## config.mk

```make
export PLATFORM = sky130hd
export DESIGN_NAME = spi_xfer_sched_flat
export DESIGN_NICKNAME = d
export VERILOG_FILES = /design/src/rtl/spi_xfer_sched_pkg.sv /design/src/rtl/spi_xfer_sched_if.sv /design/src/rtl/spi_xfer_sched_arb.sv /design/src/rtl/spi_xfer_sched.sv /design/src/flat_wrapper.sv
export SDC_FILE = /design/constraint.sdc
export NUM_CORES = 1
export LEC_CHECK = 0
export ABC_AREA = 1
export CORE_MARGIN = 2
export CORE_UTILIZATION = 50
export DETAILED_ROUTE_END_ITERATION = 12
export PLACE_DENSITY = 0.79
export SLEW_MARGIN = 20
export SYNTH_ARGS = -nofsm -noshare
export SYNTH_HDL_FRONTEND = slang
export SYNTH_SLANG_ARGS = --single-unit
```

## constraint.sdc

```tcl
create_clock -name clk_in -period 5 [get_ports clk_in]
set_input_delay 1 -clock clk_in [delete_from_list [all_inputs] [get_ports clk_in]]
set_output_delay 1 -clock clk_in [all_outputs]
set_load 0.1 [all_outputs]
```

## src/rtl/spi_xfer_sched_pkg.sv

```systemverilog
// Shared types and helpers for the SPI transfer scheduler.
package spi_xfer_pkg;

  // Scheduler sequence: arbitrate, select slave, clock bits, hold select.
  typedef enum logic [2:0] {
    IDLE,
    ARB,
    SETUP,
    RUN,
    HOLD
  } xfer_state_e;

  // Width of the slave-select setup/hold counter (CS_CYC up to 256).
  localparam int unsigned CS_CNT_W = 8;

  // Index width for an n-entry vector; never below one bit.
  function automatic int unsigned idx_width(input int unsigned n);
    return (n > 1) ? $clog2(n) : 1;
  endfunction

  // Low bit of slice k in a vector of w-bit fields.
  function automatic int unsigned slice_lo(input int unsigned k, input int unsigned w);
    return k * w;
  endfunction

endpackage

```

## src/rtl/spi_xfer_sched_if.sv

```systemverilog
// Link between the transfer scheduler and the SPI clock generator.
interface spi_xfer_sched_if #(
  parameter int unsigned DIV_LEN = 16
);

  logic               clg_enable_o;
  logic               clg_go_o;
  logic               clg_last_o;
  logic [DIV_LEN-1:0] clg_div_o;
  logic               clg_pos_i;
  logic               clg_neg_i;

  // Scheduler side.
  modport master (
    output clg_enable_o,
    output clg_go_o,
    output clg_last_o,
    output clg_div_o,
    input  clg_pos_i,
    input  clg_neg_i
  );

  // Clock generator side.
  modport slave (
    input  clg_enable_o,
    input  clg_go_o,
    input  clg_last_o,
    input  clg_div_o,
    output clg_pos_i,
    output clg_neg_i
  );

endinterface

```

## src/rtl/spi_xfer_sched_arb.sv

```systemverilog
// Round-robin request arbiter: first set request at or after the pointer,
// wrapping. Purely combinational.
module spi_rr_arbiter
  import spi_xfer_pkg::*;
#(
  parameter int unsigned NREQ = 2
) (
  input  logic [NREQ-1:0]            i_req,
  input  logic [idx_width(NREQ)-1:0] i_ptr,
  output logic [NREQ-1:0]            o_gnt,
  output logic [idx_width(NREQ)-1:0] o_idx
);

  localparam int unsigned IDX_W = idx_width(NREQ);

  logic              w_found;
  int unsigned       w_k;
  logic [IDX_W-1:0]  w_ki;

  // Scan requesters starting at the pointer; keep the first hit.
  always_comb begin
    o_gnt   = '0;
    o_idx   = '0;
    w_found = 1'b0;
    w_k     = 0;
    w_ki    = '0;
    for (int unsigned i = 0; i < NREQ; i++) begin
      w_k = 32'(i_ptr) + i;
      if (w_k >= NREQ) w_k = w_k - NREQ;
      w_ki = IDX_W'(w_k);
      if (!w_found && i_req[w_ki]) begin
        w_found     = 1'b1;
        o_gnt[w_ki] = 1'b1;
        o_idx       = w_ki;
      end
    end
  end

endmodule

```

## src/rtl/spi_xfer_sched.sv

```systemverilog
// SPI transfer scheduler: shares one clock generator/shifter between NREQ
// requesters with round-robin arbitration, slave-select setup/hold timing
// and bit counting from the generator's edge pulses.
// Optional watchdog on the clocking phase: define SPI_XFER_TMO_EN.
module spi_xfer_sched
  import spi_xfer_pkg::*;
#(
  parameter int unsigned NREQ    = 2,
  parameter int unsigned DIV_LEN = 16,
  parameter int unsigned CNT_LEN = 7,
  parameter int unsigned CS_CYC  = 2,
  parameter int unsigned TMO_CYC = 4096
) (
  input  logic                    clk_in,
  input  logic                    rst_n,
  input  logic [NREQ-1:0]         req_i,
  input  logic [NREQ*DIV_LEN-1:0] div_i,
  input  logic [NREQ*CNT_LEN-1:0] len_i,
  output logic [NREQ-1:0]         gnt_o,
  output logic [NREQ-1:0]         done_o,
  output logic [NREQ-1:0]         err_o,
  output logic [NREQ-1:0]         ss_n_o,
  output logic                    tip_o,
  spi_xfer_sched_if.master        clg
);

  localparam int unsigned          IDX_W   = idx_width(NREQ);
  localparam int unsigned          BIT_W   = CNT_LEN + 1;
  localparam logic [CS_CNT_W-1:0]  CS_LAST = CS_CNT_W'(CS_CYC - 1);
  localparam logic [IDX_W-1:0]     IDX_MAX = IDX_W'(NREQ - 1);

  if (NREQ < 2 || CS_CYC < 1 || CS_CYC > (1 << CS_CNT_W) || TMO_CYC < 1) begin : g_bad_cfg
    $error("spi_xfer_sched: invalid parameter set");
  end

  xfer_state_e         r_state;
  logic [IDX_W-1:0]    r_ptr;
  logic [NREQ-1:0]     r_gnt;
  logic [NREQ-1:0]     r_done;
  logic [NREQ-1:0]     r_ss_n;
  logic                r_tip;
  logic                r_en;
  logic                r_go;
  logic                r_last;
  logic [DIV_LEN-1:0]  r_div_lat;
  logic [DIV_LEN-1:0]  r_clg_div;
  logic [BIT_W-1:0]    r_bits;
  logic [CS_CNT_W-1:0] r_cs;

  logic [NREQ-1:0]     w_gnt;
  logic [IDX_W-1:0]    w_idx;
  logic [DIV_LEN-1:0]  w_div_sel;
  logic [CNT_LEN-1:0]  w_len_sel;
  logic [BIT_W-1:0]    w_len_bits;
  logic [BIT_W-1:0]    w_bits_nxt;
  logic                w_run_done;
  logic                w_tmo_hit;
  logic                w_run_exit;

`ifdef SPI_XFER_TMO_EN
  localparam int unsigned      TMO_W    = idx_width(TMO_CYC);
  localparam logic [TMO_W-1:0] TMO_LAST = TMO_W'(TMO_CYC - 1);

  logic [TMO_W-1:0] r_tmo;
  logic             r_tmo_flag;
  logic [NREQ-1:0]  r_err;

  // Watchdog expires on the TMO_CYC-th RUN cycle unless the transfer ends then.
  assign w_tmo_hit = (r_tmo == TMO_LAST) && !w_run_done;
  assign err_o     = r_err;
`else
  assign w_tmo_hit = 1'b0;
  assign err_o     = '0;
`endif

  spi_rr_arbiter #(
    .NREQ (NREQ)
  ) u_arb (
    .i_req (req_i),
    .i_ptr (r_ptr),
    .o_gnt (w_gnt),
    .o_idx (w_idx)
  );

  // Select the winner's divider and length slices.
  always_comb begin
    w_div_sel = '0;
    w_len_sel = '0;
    for (int unsigned k = 0; k < NREQ; k++) begin
      if (w_idx == IDX_W'(k)) begin
        w_div_sel = div_i[slice_lo(k, DIV_LEN) +: DIV_LEN];
        w_len_sel = len_i[slice_lo(k, CNT_LEN) +: CNT_LEN];
      end
    end
  end

  // Zero length encodes the full 2**CNT_LEN bits.
  assign w_len_bits = (w_len_sel == '0) ? {1'b1, {CNT_LEN{1'b0}}} : {1'b0, w_len_sel};

  // Bit count after this cycle's pos edge; exit is judged on the new count
  // so simultaneous pos/neg pulses finish on the last bit.
  always_comb begin
    w_bits_nxt = r_bits;
    if (clg.clg_pos_i && (r_bits != '0)) w_bits_nxt = r_bits - 1'b1;
  end

  assign w_run_done = clg.clg_neg_i && (w_bits_nxt == '0);
  assign w_run_exit = w_run_done || w_tmo_hit;

  // Scheduler FSM with all outputs registered.
  always_ff @(posedge clk_in or negedge rst_n) begin
    if (!rst_n) begin
      r_state   <= IDLE;
      r_ptr     <= '0;
      r_gnt     <= '0;
      r_done    <= '0;
      r_ss_n    <= '1;
      r_tip     <= 1'b0;
      r_en      <= 1'b0;
      r_go      <= 1'b0;
      r_last    <= 1'b0;
      r_div_lat <= '0;
      r_clg_div <= '1;
      r_bits    <= '0;
      r_cs      <= '0;
`ifdef SPI_XFER_TMO_EN
      r_tmo      <= '0;
      r_tmo_flag <= 1'b0;
      r_err      <= '0;
`endif
    end else begin
      r_go   <= 1'b0;
      r_done <= '0;
`ifdef SPI_XFER_TMO_EN
      r_err  <= '0;
`endif
      case (r_state)
        // Arbitration is resolved on the way into ARB so the grant is
        // already visible during the ARB cycle.
        IDLE: begin
          if (|req_i) begin
            r_state   <= ARB;
            r_gnt     <= w_gnt;
            r_div_lat <= w_div_sel;
            r_bits    <= w_len_bits;
            r_ptr     <= (w_idx == IDX_MAX) ? '0 : w_idx + 1'b1;
          end
        end
        ARB: begin
          r_state   <= SETUP;
          r_ss_n    <= ~r_gnt;
          r_tip     <= 1'b1;
          r_clg_div <= r_div_lat;
          r_cs      <= '0;
          if (CS_CYC == 1) r_go <= 1'b1;
        end
        SETUP: begin
          if (r_cs == CS_LAST) begin
            r_state <= RUN;
            r_en    <= 1'b1;
            r_last  <= (r_bits <= BIT_W'(1));
`ifdef SPI_XFER_TMO_EN
            r_tmo   <= '0;
`endif
          end else begin
            r_cs <= r_cs + 1'b1;
            if (r_cs + 1'b1 == CS_LAST) r_go <= 1'b1;
          end
        end
        RUN: begin
          r_bits <= w_bits_nxt;
          r_last <= (w_bits_nxt <= BIT_W'(1));
`ifdef SPI_XFER_TMO_EN
          r_tmo  <= r_tmo + 1'b1;
`endif
          if (w_run_exit) begin
            r_state <= HOLD;
            r_en    <= 1'b0;
            r_last  <= 1'b0;
            r_cs    <= '0;
`ifdef SPI_XFER_TMO_EN
            r_tmo_flag <= w_tmo_hit;
`endif
            if (CS_CYC == 1) begin
              r_done <= r_gnt;
`ifdef SPI_XFER_TMO_EN
              r_err  <= w_tmo_hit ? r_gnt : '0;
`endif
            end
          end
        end
        HOLD: begin
          if (r_cs == CS_LAST) begin
            r_state <= IDLE;
            r_ss_n  <= '1;
            r_gnt   <= '0;
            r_tip   <= 1'b0;
          end else begin
            r_cs <= r_cs + 1'b1;
            if (r_cs + 1'b1 == CS_LAST) begin
              r_done <= r_gnt;
`ifdef SPI_XFER_TMO_EN
              r_err  <= r_tmo_flag ? r_gnt : '0;
`endif
            end
          end
        end
        default: r_state <= IDLE;
      endcase
    end
  end

  assign gnt_o            = r_gnt;
  assign done_o           = r_done;
  assign ss_n_o           = r_ss_n;
  assign tip_o            = r_tip;
  assign clg.clg_enable_o = r_en;
  assign clg.clg_go_o     = r_go;
  assign clg.clg_last_o   = r_last;
  assign clg.clg_div_o    = r_clg_div;

endmodule
```

## src/flat_wrapper.sv

```systemverilog
// flat-port wrapper written by rule: the top's interface ports become plain ports
module spi_xfer_sched_flat import spi_xfer_pkg::*;
#(
  parameter int unsigned NREQ    = 2,
  parameter int unsigned DIV_LEN = 16,
  parameter int unsigned CNT_LEN = 7,
  parameter int unsigned CS_CYC  = 2,
  parameter int unsigned TMO_CYC = 4096
)
  (clk_in, rst_n, req_i, div_i, len_i, gnt_o, done_o, err_o, ss_n_o, tip_o, clg_clg_enable_o, clg_clg_go_o, clg_clg_last_o, clg_clg_div_o, clg_clg_pos_i, clg_clg_neg_i);
  spi_xfer_sched_if #(.DIV_LEN(DIV_LEN)) clg_i ();
  input  logic clk_in;
  input  logic rst_n;
  input  logic [NREQ-1:0] req_i;
  input  logic [NREQ*DIV_LEN-1:0] div_i;
  input  logic [NREQ*CNT_LEN-1:0] len_i;
  output logic [NREQ-1:0] gnt_o;
  output logic [NREQ-1:0] done_o;
  output logic [NREQ-1:0] err_o;
  output logic [NREQ-1:0] ss_n_o;
  output logic tip_o;
  output wire logic [$bits(clg_i.clg_enable_o)-1:0] clg_clg_enable_o;
  output wire logic [$bits(clg_i.clg_go_o)-1:0] clg_clg_go_o;
  output wire logic [$bits(clg_i.clg_last_o)-1:0] clg_clg_last_o;
  output wire logic [$bits(clg_i.clg_div_o)-1:0] clg_clg_div_o;
  input wire logic [$bits(clg_i.clg_pos_i)-1:0] clg_clg_pos_i;
  input wire logic [$bits(clg_i.clg_neg_i)-1:0] clg_clg_neg_i;
  assign clg_clg_enable_o = clg_i.clg_enable_o;
  assign clg_clg_go_o = clg_i.clg_go_o;
  assign clg_clg_last_o = clg_i.clg_last_o;
  assign clg_clg_div_o = clg_i.clg_div_o;
  assign clg_i.clg_pos_i = clg_clg_pos_i;
  assign clg_i.clg_neg_i = clg_clg_neg_i;
  spi_xfer_sched #(.NREQ(NREQ), .DIV_LEN(DIV_LEN), .CNT_LEN(CNT_LEN), .CS_CYC(CS_CYC), .TMO_CYC(TMO_CYC)) u_core (.clk_in(clk_in), .rst_n(rst_n), .req_i(req_i), .div_i(div_i), .len_i(len_i), .gnt_o(gnt_o), .done_o(done_o), .err_o(err_o), .ss_n_o(ss_n_o), .tip_o(tip_o), .clg(clg_i));
endmodule
```

# Word-level counts from Yosys, hierarchy flattened
# Cells that the tools add are included.
# word_totals
ff_bits	62
in_bits	52
out_inout_bits	28
word_cells	114
# op_classes
n_addsub	6
magnitude_cmp	8
n_eq_ne	11
muxes	49
n_bitwise	2
n_reduce_logical	25
# op_table
cell	n
8-bit two-way mux	5
8-bit one-hot mux with 3 select lines	1
1-bit two-way mux	20
8-bit by 1-bit == test with 1-bit output (second input constant)	2
8-bit by 1-bit <= comparator with 1-bit output (second input constant)	2
16-bit two-way mux	1
2-bit two-way mux	8
8-bit one-hot mux with 2 select lines	1
3-bit one-hot mux with 5 select lines	1
3-bit two-way mux	4
3-bit AND reduction	3
8-bit by 1-bit adder with 8-bit output (second input constant)	1
8-bit logical NOT	1
2-bit by 1-bit != test with 1-bit output (second input constant)	4
2-bit one-hot mux with 2 select lines	2
2-bit AND reduction	4
2-bit nonzero test	4
8-bit nonzero test	1
8-bit by 1-bit subtractor with 8-bit output (second input constant)	1
7-bit logical NOT	1
7-bit two-way mux	1
3-bit by 2-bit == test with 1-bit output (second input constant)	2
1-bit one-hot mux with 2 select lines	3
1-bit logical AND	5
18 further kinds	23

# Depth between registers and ports, before layout
# depth
word_depth	13
mapped_depth	15
mapped_depth_nobuf	15

# Modules after synthesis
# From an unflattened synthesis, not the netlist that was laid out.
# unflattened
hier_cells	429
area_unflattened_um2	3338.2
# modules_own_cells
mod	n_inst	cells_per_inst	area_each_um2	seq_area_each_um2
spi_xfer_sched	1	424	3309.4	1574.0
spi_rr_arbiter	1	5	28.8	0.0

# Least setup slack after synthesis
# Ideal clock, no wire load.
# synth_path
path_type	input-to-reg
start	input port req_i[0]
end	register u_core.r_bits[7]
setup_time_ps	65
arrival_time_ps	2105
t_required_ps	4935
slack_ps	2830
cell_stages	9
n_path_buf	1
cell_sequence	inv_1 > o21ai_2 > inv_1 > clkbuf_1 > o21ai_0 > nand3_1 > o21ai_0 > o21ai_0 > nand2_1
# synth_between
elab_chain_cells	11
word_cells_on_any_way	17
classes_between	1 x eq/ne; 11 x mux; 5 x reduce/logical
# synth_lines
item	line_no	text
start, declared	flat_wrapper.sv:14	input logic [NREQ-1:0] req_i;
1-bit two-way mux (implied by the code) (2 in a row)	spi_xfer_sched_arb.sv:31	if (!w_found && i_req[w_ki]) begin
1-bit two-way mux	spi_xfer_sched_arb.sv:31	
1-bit logical NOT	spi_xfer_sched_arb.sv:31	
1-bit logical AND	spi_xfer_sched_arb.sv:31	
1-bit two-way mux	spi_xfer_sched_arb.sv:31	
7-bit two-way mux	spi_xfer_sched.sv:90	if (w_idx == IDX_W'(k)) begin
7-bit logical NOT	spi_xfer_sched.sv:98	assign w_len_bits = (w_len_sel == '0) ? {1'b1, {CNT_LEN{1'b0}}} : {1'b0, w_len_sel};
8-bit two-way mux	spi_xfer_sched.sv:98	
8-bit two-way mux	spi_xfer_sched.sv:141	if (|req_i) begin
8-bit one-hot mux with 2 select lines	spi_xfer_sched.sv:137	case (r_state)
end signal, assigned	spi_xfer_sched.sv:145	r_bits <= w_len_bits;
end signal, assigned	spi_xfer_sched.sv:171	r_bits <= w_bits_nxt;
end, declared	spi_xfer_sched.sv:47	logic [BIT_W-1:0] r_bits;
# Parallel ways exist; a longest one is shown, timed or not. The select of a mux whose other input is x is not followed.
# A chain may end at the register's enable or synchronous reset.

# Worst setup path after layout
# layout_path
start	register u_core.r_clg_div[1] (netlist: u_core.clg.clg_div_o[1])
end	output port clg_clg_div_o[1]
# layout_rtl
item	line_no	text
start, declared	spi_xfer_sched.sv:46	logic [DIV_LEN-1:0] r_clg_div;
start signal, assigned	spi_xfer_sched.sv:153	r_clg_div <= r_div_lat;
end, declared	flat_wrapper.sv:25	output wire logic [$bits(clg_i.clg_div_o)-1:0] clg_clg_div_o;
# No word-level cell between the ends.

==> results.tsv <==
stage	metric	value	unit
status	status	finished, final reports clean	
sta	Slew Viols, Final	0	
clock_network	Post-CTS Setup Bufs	0	
setup_path	CP required	4.00	ns
detailed_routing	Pre-antenna DRT Iters	5	
setup_path	CP startpoint kind	register	
detailed_routing	DR vias/cell	5.121	
setup_path	reg2reg setup slack	2.34	ns
sta	Rel. slew slack	31.63	%
setup_path	Reg2Reg Depth	8	
cells_and_area	commonest non-fill, non-tap cells in the layout	nand2_1 (104), clkdlybuf4s50_1 (76), inv_1 (56)	
clock_network	H-tree depth	3	
cells_and_area	layout cell share with drive strength beyond 1	10.81	%
die	row cnt	29	
synthesis	Cell Area, Synth	3337	um2
sta	setup violators final	0	
setup_path	WP buf/inv	1	
setup_path	Crit path max-delay family	buffers and inverters	
setup_path	CP max-delay cell	clkdlybuf4s50_1	
cells_and_area	most common cell after layout, fill and taps aside	nand2_1	
global_routing	Tot GR Track Use	22.65	%
sta	Worst Max-Slew Pin Slew	1.022	ns
worst_hold_path	Hold Path Class	register to register	
clock_network	Worst-path clk slew	0.07	ns
clock_network	Inserted Clock Buffers	9	
synthesis	Ys Warns	0	
clock_network	Hold Buf Count CTS	0	
synthesis	Post-Synthesis Cells	427	
detailed_routing	Routed WL per cell	13.20	um
sta	Fmax	329.9	MHz
detailed_routing	via count	3001	
sta	Fin Setup TNS	0	ns
worst_hold_path	WHS Path Cells	2	
detailed_routing	initial DRC count	168	
global_routing	first-pass GRT wire length	13.20	mm
cells_and_area	Antenna Cells	0	
detailed_routing	# DRC	0	
placed_design	Detail Placement HPWL	5.556	mm
cells_and_area	area added between synthesis and finish	30.03	%
die	Die X-Extent	85.70	um
placed_design	GPL Wtd Cong	0.9267	
synthesis	dominant synthesized flop cell	dfrtp_1	
global_routing	initial antenna violation count	0	
clock_network	CTS tree	built	
synthesis	synth unique cells	33	
power_and_ir_drop	PD cells	715.3	nW/um2
setup_path	reg2reg end	u_core.r_bits[3]	
clock_network	clock root buffer	clkbuf_8	
placed_design	Area after DPL	4150	um2
clock_network	Clock Path Buffers	2	
synthesis	number of flops mapped to enable cells by yosys	0	
setup_path	Cell Chain, Critical Path	clkdlybuf4s50_1	
detailed_routing	WL final	7.738	mm
setup_path	crit path capture type	output pin	
cells_and_area	Layout Nets	562	
global_routing	largest net degree at the start of global routing	63	
die	Core ar.	6386	um2
synthesis	FFs w/ async S/R, synth	100.0	%
power_and_ir_drop	worst vdd ir	0.0007027	V
setup_path	RR Startpoint	u_core.r_state[2]	
clock_network	Worst-Skew Late Latency	0.34	ns
sta	Worst Skew	0.009485	ns
die	Initial Util	52.25	%
detailed_routing	antenna-violating nets left	0	
placed_design	I/O Buffers	77	
die	Die Y	85.70	um
synthesis	post-synthesis sequential area ratio	47.17	%
setup_path	max incr delay on CP	1.16	ns
synthesis	Yosys reg bits	62	
global_routing	vias in the first global route	2968	
clock_network	total clock sinks	62	
worst_hold_path	Min-Delay Endpoint	u_core.tip_o	
global_routing	grt total ovfl	0	
setup_path	crit path kind	register to output pin	
setup_path	maximum fanout along the worst path	2	
setup_path	Worst EP arrival	2.03	ns
sta	Final Critical Period	3.032	ns
job	max_cap viols	0	
sta	RSZ-0062 raised after global routing	no	
worst_hold_path	hold_sp	u_core.tip_o	
sta	endpoints failing hold	0	
sta	crit share post-route	60.63	%
power_and_ir_drop	LEAKAGE	0.002039	uW
cells_and_area	Final Cell Area	4339	um2
clock_network	post_cts resized	0	
synthesis	Syn Area/Cell	7.815	um2
die	Die ar.	7344	um2
die	IO Pins	80	
==> where the power goes <==
group / leakage [uW] / switching [uW] / internal [uW]
combinational: 0.00120 / 1310 / 473
sequential: 0.000739 / 124 / 763
clock: 0.0000964 / 203 / 229
==> sequential cells by signal, indices dropped and copies added (netlist names), 2 cells and up <==
name and cells:
u_core.clg.clg_div_o 16, u_core.r_div_lat 16, u_core.r_bits 8, u_core.r_cs 8, u_core.r_state 3, u_core.done_o 2
u_core.gnt_o 2, u_core.ss_n_o 2
==> cell usage after synthesis, types with 2 or more instances <==
cell	instances	area share [%]
dfstp_2	18	14
nand3b_1	2	0.45
o21ai_0	47	7.0
o22ai_1	21	3.9
or2_2	3	0.56
nand3_1	18	2.7
nor2_1	46	5.2
clkbuf_1	11	1.2
o21ai_4	2	0.97
nand4_1	4	0.75
xor2_1	6	1.6
nand2_1	104	12
nand2_4	3	1.0
dfrtp_1	44	33
inv_1	56	6.3
nor3_1	5	0.75
nand2_2	3	0.56
a21oi_1	10	1.5
mux2i_1	2	0.60
nor2_2	3	0.56
ha_1	6	2.2
buf_4	2	0.45
==> routing by layer <==
metal  vias up  share of wire (%)  GRT usage [%]  wire [um]
met1      1370                 43          28.80       3341
met3        14                5.4          3.850        416
met2        85                 50          38.07       3838
met4         0                1.8          9.957        142
met5         -                  0              0          0
li1       1532                  -              -          -
==> metrics by stage <==
stage / util, % / total power [uW] / setup slack (ns) / std cells / hold slack (ns)
CTS: 67.95 / 3114 / 1.958 / 586 / 0.4750
floorplan: - / 2282 / 2.830 / 428 / 0.4645
detailed placement: 64.99 / 2676 / 1.897 / 570 / 0.4576
finish: 67.95 / 3104 / 1.968 / 586 / 0.4688
global route: 67.95 / 3315 / 1.938 / 586 / 0.4844
global placement: 64.99 / 2634 / 1.954 / 570 / 0.4559
==> final cells by class <==
| class | instances | area, um2 |
|---|---|---|
| Tap cell | 77 | 96.34 |
| Timing Repair Buffer | 80 | 788.3 |
| Inverter | 56 | 210.2 |
| Clock inverter | 6 | 61.31 |
| Multi-Input combinational cell | 295 | 1481 |
| Fill cell | 515 | 2047 |
| Clock buffer | 10 | 127.6 |
| Sequential cell | 62 | 1574 |
==> cell families (layout without fill, tap and decap cells) <==
group                      Yosys count  count (layout)  share of synthesized area [%]
buffers and inverters               71             152                          8.549
and+or+nand+nor                    194             194                          25.05
AOI/OAI and AO/OA                   84              84                          14.44
xor gates and xnor gates             7               7                          1.837
other                                1               2                         0.1124
DFF                                 62              62                          47.17
adders and majority gates            6               6                          2.250
muxes                                2               2                         0.5999
==> how the worst max path moves through the flow <==
stage / start / to / slack [ns] / cells after the start
3_5_place_dp: req_i[0] / u_core.r_bits[7] / 1.90 / 10
4_1_cts: u_core.clg.clg_div_o[1] / clg_clg_div_o[1] / 1.96 / 1
3_3_place_gp: req_i[1] / u_core.r_bits[7] / 1.95 / 10
6_report: u_core.clg.clg_div_o[1] / clg_clg_div_o[1] / 1.97 / 1
5_1_grt: u_core.clg.clg_div_o[1] / clg_clg_div_o[1] / 1.94 / 1
2_1_floorplan: req_i[0] / u_core.r_bits[7] / 2.83 / 9
(Power assumes the default switching activity.)
